## src/rtl/frame_scheduler.sv

```systemverilog
// Frame scheduler: arms on enable, launches one frame per frame_tick, counts
// 4-pixel beats between the pattern generator and the sink, and tracks overruns.
module frame_scheduler #(
  parameter int DEFAULT_WIDTH  = 640,
  parameter int DEFAULT_HEIGHT = 480,
  parameter int COUNT_WIDTH    = 16
) (
  input  logic                   clock,
  input  logic                   reset,
  input  logic                   enable,
  input  logic                   frame_tick,
  input  logic                   cfg_valid,
  output logic                   cfg_ready,
  input  logic [15:0]            cfg_width,
  input  logic [15:0]            cfg_height,
  output logic [15:0]            video_width,
  output logic [15:0]            video_height,
  output logic                   start_frame,
  input  logic                   gen_valid,
  output logic                   gen_ready,
  output logic                   sink_valid,
  input  logic                   sink_ready,
  output logic                   frame_done,
  output logic                   cfg_error,
  output logic [COUNT_WIDTH-1:0] frame_count,
  output logic [COUNT_WIDTH-1:0] overrun_count,
  output logic                   busy
);

  typedef enum logic [1:0] {
    IDLE,
    ARM,
    ACTIVE
  } state_t;

  localparam logic [15:0] DefWidth  = 16'(DEFAULT_WIDTH);
  localparam logic [15:0] DefHeight = 16'(DEFAULT_HEIGHT);

  state_t                 r_state;
  state_t                 w_nextState;
  logic [15:0]            r_pendWidth;
  logic [15:0]            r_pendHeight;
  logic [15:0]            r_videoWidth;
  logic [15:0]            r_videoHeight;
  logic [15:0]            r_x;
  logic [15:0]            r_y;
  logic                   r_startFrame;
  logic                   r_frameDone;
  logic                   r_cfgError;
  logic [COUNT_WIDTH-1:0] r_frameCount;
  logic [COUNT_WIDTH-1:0] r_overrunCount;

  logic                   w_latch;
  logic                   w_beat;
  logic                   w_xLast;
  logic                   w_yLast;
  logic                   w_lastBeat;
  logic                   w_cfgOk;
  logic                   w_sinkValid;
  logic                   w_genReady;

  // Beats are 4 pixels wide, so the row length in beats is video_width[15:2].
  assign w_xLast    = (r_x == ({2'b00, r_videoWidth[15:2]} - 16'd1));
  assign w_yLast    = (r_y == (r_videoHeight - 16'd1));
  assign w_beat     = (r_state == ACTIVE) && gen_valid && sink_ready;
  assign w_lastBeat = w_beat && w_xLast && w_yLast;
  assign w_cfgOk    = (cfg_width != 16'd0) && (cfg_width[1:0] == 2'b00) &&
                      (cfg_height != 16'd0);

  always_ff @(posedge clock or negedge reset) begin
    if (!reset) begin
      r_state <= IDLE;
    end else begin
      r_state <= w_nextState;
    end
  end

  always_comb begin
    w_nextState = r_state;
    w_latch     = 1'b0;
    w_sinkValid = 1'b0;
    w_genReady  = 1'b0;
    case (r_state)
      IDLE: begin
        if (enable) begin
          w_nextState = ARM;
        end
      end
      ARM: begin
        if (!enable) begin
          w_nextState = IDLE;
        end else if (frame_tick) begin
          w_nextState = ACTIVE;
          w_latch     = 1'b1;
        end
      end
      ACTIVE: begin
        w_sinkValid = gen_valid;
        w_genReady  = sink_ready;
        // Dropping enable never aborts a frame; it only decides where we land.
        if (w_lastBeat) begin
          w_nextState = enable ? ARM : IDLE;
        end
      end
      default: begin
        w_nextState = IDLE;
      end
    endcase
  end

  // Pending geometry only; the live geometry is copied from here at launch.
  always_ff @(posedge clock or negedge reset) begin
    if (!reset) begin
      r_pendWidth  <= DefWidth;
      r_pendHeight <= DefHeight;
      r_cfgError   <= 1'b0;
    end else begin
      r_cfgError <= 1'b0;
      if (cfg_valid) begin
        if (w_cfgOk) begin
          r_pendWidth  <= cfg_width;
          r_pendHeight <= cfg_height;
        end else begin
          r_cfgError <= 1'b1;
        end
      end
    end
  end

  always_ff @(posedge clock or negedge reset) begin
    if (!reset) begin
      r_videoWidth  <= DefWidth;
      r_videoHeight <= DefHeight;
      r_x           <= 16'd0;
      r_y           <= 16'd0;
      r_startFrame  <= 1'b0;
      r_frameDone   <= 1'b0;
    end else begin
      r_startFrame <= w_latch;
      r_frameDone  <= w_lastBeat;
      if (w_latch) begin
        r_videoWidth  <= r_pendWidth;
        r_videoHeight <= r_pendHeight;
        r_x           <= 16'd0;
        r_y           <= 16'd0;
      end else if (w_beat) begin
        if (w_xLast) begin
          r_x <= 16'd0;
          r_y <= w_yLast ? 16'd0 : (r_y + 16'd1);
        end else begin
          r_x <= r_x + 16'd1;
        end
      end
    end
  end

  // A tick while a frame is in flight (even on its last beat) is lost.
  always_ff @(posedge clock or negedge reset) begin
    if (!reset) begin
      r_frameCount   <= '0;
      r_overrunCount <= '0;
    end else begin
      if (w_lastBeat) begin
        r_frameCount <= r_frameCount + COUNT_WIDTH'(1);
      end
      if ((r_state == ACTIVE) && frame_tick && (r_overrunCount != '1)) begin
        r_overrunCount <= r_overrunCount + COUNT_WIDTH'(1);
      end
    end
  end

  assign cfg_ready     = 1'b1;
  assign video_width   = r_videoWidth;
  assign video_height  = r_videoHeight;
  assign start_frame   = r_startFrame;
  assign frame_done    = r_frameDone;
  assign cfg_error     = r_cfgError;
  assign frame_count   = r_frameCount;
  assign overrun_count = r_overrunCount;
  assign sink_valid    = w_sinkValid;
  assign gen_ready     = w_genReady;
  assign busy          = (r_state != IDLE);

endmodule
```

## config.mk

```make
export PLATFORM = sky130hd
export DESIGN_NAME = frame_scheduler
export DESIGN_NICKNAME = d
export VERILOG_FILES = /design/src/rtl/frame_scheduler.sv
export SDC_FILE = /design/constraint.sdc
export NUM_CORES = 1
export LEC_CHECK = 0
export CAP_MARGIN = 20
export CORE_MARGIN = 5
export CORE_UTILIZATION = 30
export CTS_BUF_LIST = sky130_fd_sc_hd__clkbuf_4
export DETAILED_ROUTE_END_ITERATION = 7
export PLACE_DENSITY = 0.59
export SLEW_MARGIN = 10
export SYNTH_ARGS = -nofsm -noshare
export SYNTH_HDL_FRONTEND = slang
export SYNTH_SLANG_ARGS = --single-unit
export TNS_END_PERCENT = 10
```

## constraint.sdc

```tcl
create_clock -name clock -period 6 [get_ports clock]
set_input_delay 0.6 -clock clock [delete_from_list [all_inputs] [get_ports clock]]
set_output_delay 0.6 -clock clock [all_outputs]
set_load 0.03 [all_outputs]
```

==> flow_metrics.tcl, run 1 <==
set metrics [dict create \
    status "finished clean" \
    cts_made_buffers 17 \
    leakagePower_uw 0.003955 \
    synth_seq_cells 133 \
    final_common_cell "dfrtp_1" \
    die_x_um 163.4 \
    min_period_ns 3.944 \
    htree_levels 4 \
    synth_cells 697 \
    crit_start "video_height[0]" \
    hold_viol_final 0 \
    finalSetupViolCount 0 \
    yosysTopAreaCellShare_pct 42.92 \
    critPathRequiredTime_ns 6.47 \
    crit_fanout 16 \
    arrival_ns 4.41 \
    drt_pre_antenna_iters 4 \
    clk_latency_ns 0.54 \
    row_count 56 \
    dp_hpwl_um 13050 \
    yosys.area.top_type "dfrtp_1" \
    powerDensity_nw_per_um2 382.1 \
    cts.sinks 133 \
    worstReg2RegStart "video_height[0]" \
    cts_resized 0 \
    maxCapViolCount 0 \
    drtAntennaViolNets 0 \
    drc 0 \
    max_stage_delay_ns 0.70 \
    synth-warning-count 0 \
    cts_hold_buf 0 \
    cts_tree "yes" \
    yosysSeqAreaShare_pct 47.38 \
    synth_async_sr_flop_share_pct 100.0 \
    grt_max_degree 94 \
    drtIter0Drc 338 \
    synth_nets 742 \
    start_util_pct 30.24 \
    dieArea_um2 26680 \
    syn_area_per_cell_um2 10.12 \
    drive_gt1_share_pct 13.28 \
    hold_class "primary input to async pin" \
    wl_per_cell_um 15.98 \
    setup_tns_ns 0 \
    area_growth_pct 23.73 \
    portBuffers 108 \
    gp_congestion 0.7968 \
    crit_type "register to register" \
    yosys_most_used_dff "dfrtp_1" \
    ios 110 \
    r2r_cells 10 \
    path_buf_inv 1 \
    synth_area_leaders "dfrtp_1 (43%), nand2_1 (6.1%), mux2_2 (5.3%)" \
    maxSlewHeadroom_pct 36.49 \
    track_usage_pct 13.89 \
    yosysUniqueCellTypes 72 \
    skew_ns 0.02620 \
    r2r_slack_ns 2.06 \
    coreArea_um2 23330 \
    cp-endpoint "r_y[0]" \
    grt_first_pass_wirelength_um 29400 \
    cp_top_family "simple AND/OR/NAND/NOR gates" \
    fin_crit_sh_pct 65.73 \
    nets 845 \
    drt-total-wl_um 18110 \
    grt_antenna_before_repair 1 \
    clkTransAtPathRegs_ns 0.14 \
    path_cells "inv_1, ha_1, or4b_4, or4b_4, mux2i_1, a211o_2, nand4_1, nand2_1, nor2_2, mux2_2" \
    rsz0062_at_grt "false" \
    tightest_slew_ns 0.9456 \
    placed_cells 1100 \
    die_h_um 163.4 \
    root_buffer "clkbuf_4" \
    final_max_slew_viol_count 0 \
    clock.fmax_mhz 253.6 \
    placed_area_um2 8433 \
    postCtsSetupRepairBufs 0 \
    grt_pass1_vias 5361 \
    reg2reg_to "r_y[0]" \
    end_kind "register" \
    synth_edf_count 0 \
    cp-start-kind "register" \
    grt.overflow.total 0 \
    cp.depth 10 \
    cts_buffer_depth 2 \
    ir_drop_mv 0.2371 \
    netlist_area_um2 7056 \
    cp_common_cell "or4b_4" \
    final_area_um2 8730 \
    viasPerCell 4.866 \
    vias 5513 \
    crit_slowest_cell "nor2_2" \
    final_cell_mix "dfrtp_1 (121), nand2_1 (114), clkdlybuf4s50_1 (107)" \
    instances_no_fill 1133 \
]
-- power breakdown --
part	internal, uW	switching, uW
Sequential	1080	294
Clock	257	380
Combinational	591	734
-- metrics by stage --
step           hold slack [ns]  power [uW]  utilization, %  setup WS (ns)
2_1_floorplan           0.3044        2217               -          2.633
3_3_place_gp            0.4399        2713           36.14          2.181
3_5_place_dp            0.4441        2725           36.14          2.097
4_1_cts                 0.1236        3374           37.40          2.024
5_1_grt                 0.1367        3561           37.41          1.773
6_report                0.1150        3336           37.41          2.056
-- kinds of logic after synthesis --
| kind of cell | Yosys count | synth area share (%) |
|---|---|---|
| buffers and inverters | 38 | 2.429 |
| adders and majority gates | 6 | 1.064 |
| and+or+nand+nor | 322 | 24.97 |
| other | 1 | 0.05315 |
| AOI/OAI and AO/OA | 96 | 10.11 |
| xor gates and xnor gates | 63 | 8.016 |
| DFF | 133 | 47.38 |
| muxes | 38 | 5.976 |
-- how the worst min path moves through the flow --
stage,endpoint,slack (ns),depth (start not counted),from
4_1_cts,r_pendWidth[1],0.12,1,reset
2_1_floorplan,cfg_error,0.30,0,reset
6_report,r_pendWidth[1],0.11,1,reset
5_1_grt,r_pendWidth[1],0.14,1,reset
3_3_place_gp,video_width[9],0.44,2,r_pendWidth[9]
3_5_place_dp,video_width[7],0.44,2,r_pendWidth[7]
-- flip-flops by register name (all words and copies together), names as in the netlist, 2 cells and up --
name,cells
r_state,2
frame_count,16
video_height,16
r_y,16
r_x,16
overrun_count,16
r_pendHeight,16
video_width,16
r_pendWidth,16
-- cell type report --
class                           instances  area [um^2]
Fill cell                            2385        14600
Multi-Input combinational cell        526         3541
Sequential cell                       133         3343
Timing Repair Buffer                  112         1112
Tap cell                              319        399.1
Clock inverter                         15        166.4
Clock buffer                           17        127.6
Inverter                               10        37.54
Antenna cell                            1        2.502
-- Yosys cell counts, drive strengths merged (4+ instances only) --
| library cell | instances |
|---|---|
| xor2 | 21 |
| and3b | 4 |
| dfrtp | 121 |
| inv | 10 |
| ha | 6 |
| buf | 10 |
| or3 | 8 |
| a22o | 15 |
| mux2 | 33 |
| nand2b | 7 |
| and2 | 8 |
| and4 | 4 |
| nor2b | 13 |
| o21bai | 14 |
| nand3 | 18 |
| nor3b | 12 |
| and3 | 28 |
| nand2 | 114 |
| nor3 | 16 |
| nor4 | 21 |
| xnor2 | 41 |
| nor2 | 26 |
| or4 | 4 |
| o21ai | 22 |
| or2 | 5 |
| a21o | 12 |
| a21oi | 4 |
| mux2i | 5 |
| dfstp | 12 |
| nand4 | 21 |
| a31oi | 6 |
| clkbuf | 18 |
-- routing by layer --
metal	part of all wire, %	vias up	track usage (%)
met4	0.75	0	3.202
li1	-	2712	-
met5	0	-	0
met1	48	2669	19.36
met2	46	126	21.57
met3	5.4	6	3.886
(Power assumes the default switching activity.)
==> run 2: changes to the inputs <==
clock period = 4.05 ns   (was 6 ns; I/O delays follow)
==> run 2 against run 1 <==
Against the previous run:
- critical path depth did not move
- register-to-register slack worse by 1.6 ns
- count of clock-buffer cells in the layout up 1
- critical endpoint unchanged
- highest routed layer unchanged
==> flow_metrics.tcl, run 2 (synthesis gave the netlist of run 1 again) <==
set metrics [dict create \
    dieArea_um2 26680 \
    combPwrFrac_pct 40.6 \
    cts.sinks 133 \
    crit_slowest_cell "nor4_1" \
    grt_first_pass_wirelength_um 30160 \
    cts_made_buffers 17 \
    grt.overflow.total 0 \
    vias 5580 \
    grt_antenna_before_repair 1 \
    status "finished clean" \
    viasPerCell 4.899 \
    cp_top_family "simple AND/OR/NAND/NOR gates" \
    maxSlewHeadroom_pct 45.97 \
    cts_tree "yes" \
    final_max_slew_viol_count 0 \
    final_common_cell "dfrtp_1" \
    drt-total-wl_um 18180 \
    track_usage_pct 14.27 \
    critPathRequiredTime_ns 4.54 \
    drtIter0Drc 266 \
    arrival_ns 4.13 \
    path_cells "inv_1, ha_1, nor3b_2, nand3_1, a2111oi_1, nor3_2, nor4_1, a21oi_2, nor2_4, mux2_2" \
    powerDensity_nw_per_um2 554.0 \
    leakagePower_uw 0.003979 \
    portBuffers 108 \
    worstReg2RegStart "video_width[2]" \
    postCtsSetupRepairBufs 0 \
    drc 0 \
    tightest_slew_ns 0.8043 \
    power_switching_uw 2060 \
    drive_gt1_share_pct 13.80 \
    setup_tns_ns 0 \
    hold_class "primary input to async pin" \
    coreArea_um2 23330 \
    final_cell_mix "dfrtp_1 (121), nand2_1 (114), clkdlybuf4s50_1 (107)" \
    max_stage_delay_ns 0.59 \
    maxCapViolCount 0 \
    reg2reg_to "r_y[0]" \
    seqPwrFrac_pct 41.8 \
    path_buf_inv 1 \
    drtAntennaViolNets 0 \
    netSwitchingFraction_pct 42.40 \
    wl_per_cell_um 15.96 \
    power.share.clock_pct 17.7 \
    skew_ns 0.02728 \
    finalSetupViolCount 0 \
    clkTransAtPathRegs_ns 0.13 \
    die_x_um 163.4 \
    root_buffer "clkbuf_4" \
    drt_pre_antenna_iters 4 \
    die_h_um 163.4 \
    cts_buffer_depth 2 \
    ir_drop_mv 0.2314 \
    crit_type "register to register" \
    preCtsSetupSlack_ns 0.2618 \
    grt_max_degree 112 \
    ios 110 \
    r2r_slack_ns 0.41 \
    p_int_uw 2799 \
    hold_viol_final 0 \
    cp-start-kind "register" \
    r2r_cells 10 \
    htree_levels 4 \
    nets 851 \
    area_growth_pct 24.30 \
    min_period_ns 3.636 \
    rsz0062_at_grt "false" \
    row_count 56 \
    start_util_pct 30.24 \
    grt_pass1_vias 5544 \
    fin_ws_ns 0.4139 \
    gp_congestion 0.8250 \
    placed_area_um2 8463 \
    clock.fmax_mhz 275.0 \
    dp_hpwl_um 13160 \
    end_kind "register" \
    final_area_um2 8770 \
    clk_latency_ns 0.57 \
    crit_fanout 17 \
    fin_crit_sh_pct 89.78 \
]
[run 2: changes by cell type in the layout (fill, tap and decap cells not counted), sizes merged]
cell,delta
clkbuf,+1
buf,+5
inv,-2
clkinv,+2
bufinv,-1
dlygate4sd3,+1
[run 2: routing by layer]
metal  wire length (um)  up-vias  GRT usage [%]
met5                  0        -              0
met4                288        0          4.727
met3               1049       18          4.214
met2               7943      119          21.58
met1               8903     2725          19.63
li1                   -     2718              -
[run 2: worst reg2reg max path: stages (launching register included)]
cell,delay (ns)
dfrtp_1,0.46
inv_1,0.11
ha_1,0.24
nor3b_2,0.39
nand3_1,0.17
a2111oi_1,0.50
nor3_2,0.13
nor4_1,0.59
a21oi_2,0.34
nor2_4,0.41
mux2_2,0.23
[run 2: worst max-delay path by stage]
stage / cells past startpoint / slack, ns / to / start
after floorplan: 12 / 0.68 / frame_count[8] / video_height[0]
final: 10 / 0.41 / r_y[0] / video_width[2]
after global placement: 10 / 0.35 / r_y[0] / video_width[2]
after detailed placement: 10 / 0.26 / r_y[0] / video_width[2]
after global routing: 10 / 0.16 / r_y[5] / video_width[2]
after CTS: 10 / 0.19 / r_y[0] / video_width[2]
[run 2: power groups by stage]
stage,Combinational (uW),Clock (uW),Sequential [uW]
after floorplan,1110,0,2180
after global placement,1960,0,2050
after detailed placement,1970,0,2050
after CTS,1980,899,2030
after global routing,2160,958,2080
final,1970,859,2030
[run 2: area by class of cell]
class,instances,area [um^2]
Fill cell,2295,14560
Multi-Input combinational cell,526,3546
Sequential cell,133,3343
Timing Repair Buffer,118,1180
Tap cell,319,399.1
Clock buffer,18,135.1
Clock inverter,14,126.4
Inverter,10,37.54
Antenna cell,1,2.502
[run 2: stage by stage]
| step | instances | power [uW] | util [%] | hold WS [ns] |
|---|---|---|---|---|
| finish | 1139 | 4859 | 37.59 | 0.3415 |
| global placement | 1104 | 4010 | 36.27 | 0.4430 |
| global route | 1139 | 5205 | 37.59 | 0.3303 |
| CTS | 1137 | 4912 | 37.44 | 0.3125 |
| floorplan | 697 | 3285 | - | 0.1094 |
| detailed placement | 1104 | 4024 | 36.27 | 0.4454 |
[run 2: timing repair]
action / CTS / global route
hold buffers: 1 / 0
setup endpoints to repair: 0 / 16
gates resized for setup: 0 / 1
hold endpoints to repair: 43 / 0
